## config.mk

```make
export PLATFORM = sky130hd
export DESIGN_NAME = bus_rr_arbiter
export DESIGN_NICKNAME = d
export VERILOG_FILES = /design/src/rtl/bus_pkg.sv /design/src/rtl/bus_watchdog.sv /design/src/rtl/bus_rr_arbiter.sv
export SDC_FILE = /design/constraint.sdc
export NUM_CORES = 1
export LEC_CHECK = 0
export CORE_AREA = 2 2 135 137
export CTS_CLUSTER_DIAMETER = 30
export DETAILED_ROUTE_END_ITERATION = 12
export DIE_AREA = 0 0 137 139
export GPL_ROUTABILITY_DRIVEN = 0
export MAX_ROUTING_LAYER = met4
export PLACE_DENSITY = 0.54
export SYNTH_ARGS = -nofsm -noshare
export SYNTH_HDL_FRONTEND = slang
export SYNTH_SLANG_ARGS = --single-unit
```

## constraint.sdc

```tcl
create_clock -name clk -period 3.4 [get_ports clk]
set_input_delay 0.68 -clock clk [delete_from_list [all_inputs] [get_ports clk]]
set_output_delay 0.68 -clock clk [all_outputs]
set_load 0.01 [all_outputs]
```

## src/rtl/bus_pkg.sv

```systemverilog
// Shared bus widths, grant encodings and arbiter state types for the
// two-master slave-port arbiter.
package bus_pkg;

   localparam int unsigned ADDR_W = 32;
   localparam int unsigned DATA_W = 32;
   localparam int unsigned STRB_W = 4;

   localparam logic [1:0] GRANT_NONE = 2'b00;
   localparam logic [1:0] GRANT_M0   = 2'b01;
   localparam logic [1:0] GRANT_M1   = 2'b10;

   localparam logic [DATA_W-1:0] ERR_RDATA_DEFAULT = 32'hDEADBEEF;

   typedef enum logic {
      StIdle = 1'b0,
      StBusy = 1'b1
   } arb_state_e;

   // Master preferred on the next simultaneous request.
   typedef enum logic {
      PtrM0 = 1'b0,
      PtrM1 = 1'b1
   } rr_ptr_e;

endpackage

```

## src/rtl/bus_watchdog.sv

```systemverilog
// Slave-response watchdog: counts BUSY cycles without completion and flags
// expiry on the last allowed cycle. TIMEOUT_CYCLES = 0 disables it.
module bus_watchdog #(
   parameter int unsigned TIMEOUT_CYCLES = 256
) (
   input  logic clk,
   input  logic rst_n,
   input  logic start,
   input  logic active,
   input  logic done,
   output logic expire
);

   localparam bit          Enabled = (TIMEOUT_CYCLES != 0);
   localparam int unsigned CntW    = Enabled ? $clog2(TIMEOUT_CYCLES + 1) : 1;
   localparam logic [CntW-1:0] CntLast = Enabled ? CntW'(TIMEOUT_CYCLES - 1) : '0;
   localparam logic [CntW-1:0] CntMax  = CntW'(TIMEOUT_CYCLES);

   logic [CntW-1:0] cnt_q, cnt_d;

   // Saturating count so a disabled or stalled watchdog never wraps.
   always_comb begin
      cnt_d = cnt_q;
      if (start) begin
         cnt_d = '0;
      end else if (active && !done && (cnt_q != CntMax)) begin
         cnt_d = cnt_q + 1'b1;
      end
   end

   always_ff @(posedge clk or negedge rst_n) begin
      if (!rst_n) begin
         cnt_q <= '0;
      end else begin
         cnt_q <= cnt_d;
      end
   end

   assign expire = Enabled && active && !done && (cnt_q == CntLast);

endmodule

```

## src/rtl/bus_rr_arbiter.sv

```systemverilog
// Two-master round-robin arbiter for one downstream slave port. One
// transaction at a time, one idle cycle between grants, watchdog-forced error.
module bus_rr_arbiter
   import bus_pkg::*;
#(
   parameter int unsigned       TIMEOUT_CYCLES = 256,
   parameter logic [DATA_W-1:0] ERR_RDATA      = ERR_RDATA_DEFAULT
) (
   input  logic              clk,
   input  logic              rst_n,
   input  logic [ADDR_W-1:0] m0_addr,
   input  logic [DATA_W-1:0] m0_wdata,
   input  logic [STRB_W-1:0] m0_wstrb,
   input  logic              m0_write,
   input  logic              m0_enable,
   output logic [DATA_W-1:0] m0_rdata,
   output logic              m0_ready,
   input  logic [ADDR_W-1:0] m1_addr,
   input  logic [DATA_W-1:0] m1_wdata,
   input  logic [STRB_W-1:0] m1_wstrb,
   input  logic              m1_write,
   input  logic              m1_enable,
   output logic [DATA_W-1:0] m1_rdata,
   output logic              m1_ready,
   output logic [ADDR_W-1:0] s_addr,
   output logic [DATA_W-1:0] s_wdata,
   output logic [STRB_W-1:0] s_wstrb,
   output logic              s_write,
   output logic              s_enable,
   input  logic [DATA_W-1:0] s_rdata,
   input  logic              s_ready,
   output logic [1:0]        grant,
   output logic              timeout_err,
   output logic [ADDR_W-1:0] err_addr
);

   arb_state_e        state_q, state_d;
   logic [1:0]        grant_q, grant_d;
   rr_ptr_e           rr_ptr_q, rr_ptr_d;
   logic [ADDR_W-1:0] err_addr_q, err_addr_d;
   logic              busy, any_req, wd_start, expire, done;
   logic [ADDR_W-1:0] owner_addr;

   assign busy       = (state_q == StBusy);
   assign any_req    = m0_enable | m1_enable;
   assign wd_start   = (state_q == StIdle) && any_req;
   assign done       = busy && (s_ready || expire);
   assign owner_addr = grant_q[1] ? m1_addr : m0_addr;

   bus_watchdog #(
      .TIMEOUT_CYCLES(TIMEOUT_CYCLES)
   ) u_watchdog (
      .clk   (clk),
      .rst_n (rst_n),
      .start (wd_start),
      .active(busy),
      .done  (s_ready),
      .expire(expire)
   );

   always_comb begin
      state_d    = state_q;
      grant_d    = grant_q;
      rr_ptr_d   = rr_ptr_q;
      err_addr_d = err_addr_q;
      unique case (state_q)
         StIdle: begin
            if (any_req) begin
               state_d = StBusy;
               if (m0_enable && m1_enable) begin
                  grant_d = (rr_ptr_q == PtrM0) ? GRANT_M0 : GRANT_M1;
               end else begin
                  grant_d = m0_enable ? GRANT_M0 : GRANT_M1;
               end
            end
         end
         StBusy: begin
            // Enable drops by the owner are ignored; only completion or expiry ends it.
            if (done) begin
               state_d  = StIdle;
               grant_d  = GRANT_NONE;
               rr_ptr_d = grant_q[0] ? PtrM1 : PtrM0;
               if (expire) begin
                  err_addr_d = owner_addr;
               end
            end
         end
         default: begin
            state_d = StIdle;
            grant_d = GRANT_NONE;
         end
      endcase
   end

   always_ff @(posedge clk or negedge rst_n) begin
      if (!rst_n) begin
         state_q    <= StIdle;
         grant_q    <= GRANT_NONE;
         rr_ptr_q   <= PtrM0;
         err_addr_q <= '0;
      end else begin
         state_q    <= state_d;
         grant_q    <= grant_d;
         rr_ptr_q   <= rr_ptr_d;
         err_addr_q <= err_addr_d;
      end
   end

   always_comb begin
      s_addr      = '0;
      s_wdata     = '0;
      s_wstrb     = '0;
      s_write     = 1'b0;
      s_enable    = 1'b0;
      m0_ready    = 1'b0;
      m1_ready    = 1'b0;
      m0_rdata    = '0;
      m1_rdata    = '0;
      timeout_err = 1'b0;
      if (busy) begin
         s_enable    = !expire;
         s_addr      = owner_addr;
         s_wdata     = grant_q[1] ? m1_wdata : m0_wdata;
         s_wstrb     = grant_q[1] ? m1_wstrb : m0_wstrb;
         s_write     = grant_q[1] ? m1_write : m0_write;
         m0_ready    = grant_q[0] && done;
         m1_ready    = grant_q[1] && done;
         timeout_err = expire;
         if (m0_ready) begin
            m0_rdata = expire ? ERR_RDATA : s_rdata;
         end
         if (m1_ready) begin
            m1_rdata = expire ? ERR_RDATA : s_rdata;
         end
      end
   end

   assign grant    = grant_q;
   assign err_addr = err_addr_q;

endmodule

```

==> results.yml <==
sta:
  period_share: 0.955
  max_slew_margin: 0.278
  rsz0062_at_grt: "false"
  worstMarginPinSlew_ps: 1080
  clock_skew_ps: 8.05
  hold_viol: 0
  finalMaxSlewViolations: 0
  tns_ps: 0
  finalCriticalPeriod_ps: 3250
  fmax_ghz: 0.308
  setup_viol: 0
  setup_ws_ps: 154
worst_setup_path:
  crit_buf_inv: 2
  end_kind: "output port"
  cp_cell_sequence: "ha_2 > nand3_1 > nor2_1 > ha_1 > o21a_1 > nand2_1 > buf_12 > nor2_1 > clkdlybuf4s50_1"
  worst-r2r-setup-slack_ps: 1270
  worstPathArrival_ps: 2570
  path_max_fanout: 26
  path_class: "register to output port"
  ff2ff_path_depth: 8
  cp_slowest_cell: "clkdlybuf4s50_1"
  r2r-end: "err_addr[24]"
  cp-start-kind: "register"
  r2r-start: "u_watchdog.cnt_q[1]"
  crit_family: "buffers and inverters"
  cp_common_cell: "nor2_1"
  max_stage_delay_ps: 560
  required_ps: 2720
yosys:
  synth_top_area_share: 0.326
  yosysTopAreaCell: "dfrtp_1"
  yosysSeqAreaShare: 0.326
  ys_types: 31
  synth-seq-cells: 45
  ys_top_cells_by_area: "dfrtp_1, mux2i_1, nor2b_1, nor2_1, o21ai_0"
  synth.cell_area_sq_um: 3450
  syn_inst: 432
  avgSynthCellArea_sq_um: 8.00
  syn_nets: 610
  ys_warn_count: 0
floorplanning:
  chipWidth_um: 137
  coreArea_sq_um: 17700
  ios: 346
  initial_core_util: 0.196
  dieHeight_um: 139
  rows: 49
  design.die.area_sq_um: 19000
clocking:
  cts_made_buffers: 5
  clockBufferDepth: 2
  cts.sinks: 45
  cts_tree: "done"
  clock_latency_ps: 290
  root_buffer: "clkbuf_16"
  htree_levels: 2
  hold_buffers: 0
  clkTransAtPathRegs_ps: 70
placement:
  port-buffer-count: 345
  dpl.hpwl_um: 12700
  post-place-cells: 984
  place_ws_ps: 22.6
route:
  wl_per_cell_um: 15.8
  wirelength_um: 15700
  antenna_left: 0
  dr_total_vias: 4149
  drt_pre_antenna_iters: 4
  route.detailed.drc: 0
  drtIter0Drc: 121
  viasPerCell: 4.18
pwr:
  p_leak_uw: 0.00290
  powerDensity_nw_per_um2: 389
  total_power_uw: 2850
  peakVddDrop_mv: 0.195
grt:
  antenna_found_initial: 0
  grt_pass1_wl_um: 23200
  grt_pass1_vias: 4246
  grt_max_degree: 65
  grt.overflow.total: 0
  grt.total_usage: 0.160
layout:
  num-fill-cells: 1720
  fin_cells: 993
  layout_commonest_cell: "clkdlybuf4s50_1"
  final_cell_mix: "clkdlybuf4s50_1, nor2_1, mux2i_1, nor2b_1, dfrtp_1"
  syn2layout_area_growth_pct: 112
  utilization: 0.415
  antenna_cells: 0
  layout-drive-gt1-share: 0.0340
  final_nets: 941
min_path:
  min_from: "err_addr[28]"
  worstHoldPathType: "register to register"
  hold_path_depth: 2
  hold_path_end: "err_addr[28]"
outcome:
  outcome: "completed"
job:
  maxCapViolCount: 0
[routing by layer]
layer | wire length (um) | GRT usage | share of wire
met1 | 5840 | 0.168 | 0.37
met2 | 8240 | 0.302 | 0.52
met3 | 1380 | 0.0307 | 0.088
met4 | 240 | 0.0369 | 0.015
met5 | 0 | - | 0
[worst register-to-register path: cells and delay by family (launching register included)]
kind / cells / cell delay, ps
AO/OA/AOI/OAI: 1 / 240
buffers and inverters: 2 / 600
AND/OR/NAND/NOR: 3 / 300
adder cells (fa/ha/maj): 2 / 410
flip-flops: 1 / 420
[synth_stat cells, drive strengths merged]
library cell and count:
nor2 75, mux2i 74, nor2b 71, dfrtp 45
nand2 40, o21ai 38, and2 18, buf 17
clkbuf 13, inv 12, a21oi 3, ha 3
nand3 3, and3 2, nor3 2, o211ai 2
o31ai 2, or4b 2, a21o 1, nand2b 1
nand3b 1, nand4 1, nand4b 1, o2111ai 1
o21a 1, o21bai 1, o22ai 1, or3 1
[cell families (layout without fill, tap and decap cells)]
logic type      after synthesis  count (layout)  synth area share
simple gates                218             218             0.315
fa+ha+maj                     3               3            0.0109
compound gates               50              50            0.0822
flops                        45              45             0.326
buf+inv                      42             374            0.0511
mux                          74              74             0.214
[state kept, by name, summed over array words and instances, names as in the netlist]
register	flops
err_addr	32
busy	1
grant	2
rr_ptr_q	1
u_watchdog.cnt_q	9
[worst max path at each step]
stage / slack, ps / end / cells after the start / from
after CTS: 10 / m0_rdata[16] / 9 / u_watchdog.cnt_q[0]
final: 150 / m0_rdata[1] / 9 / u_watchdog.cnt_q[1]
after detailed placement: 20 / m0_rdata[16] / 6 / s_ready
after global routing: 2 / m1_rdata[31] / 9 / u_watchdog.cnt_q[1]
after global placement: 40 / m0_rdata[16] / 6 / s_ready
after floorplan: 980 / m0_rdata[10] / 8 / u_watchdog.cnt_q[0]
[report_power, final]
part,switching [uW],internal [uW]
combinational,727,990
clock,212,293
sequential,64.3,569
total,1000,1850
[area by class of cell]
class / count / area (sq um) / share of cell area
flip-flops and latches: 45 / 1130 / 0.154
repair buffers: 354 / 3560 / 0.485
inverters: 12 / 50.0 / 0.00682
clock buffers: 6 / 139 / 0.0189
multi-input cells: 345 / 2150 / 0.294
well taps: 229 / 287 / 0.0391
clock inverters: 2 / 13.8 / 0.00188
[per-stage QoR]
stage | hold slack [ps] | cell area (sq um)
after floorplan | 384 | 3450
after global placement | 464 | 7160
after detailed placement | 470 | 7160
after CTS | 484 | 7320
after global routing | 503 | 7340
final | 479 | 7340
[what timing repair did]
| action | 4_1_cts | 5_1_grt |
|---|---|---|
| resized for setup | 1 | 6 |
| setup buffers | 0 | 1 |
| endpoints found under the setup margin | 3 | 32 |
Power figures use the tool's default switching activity.
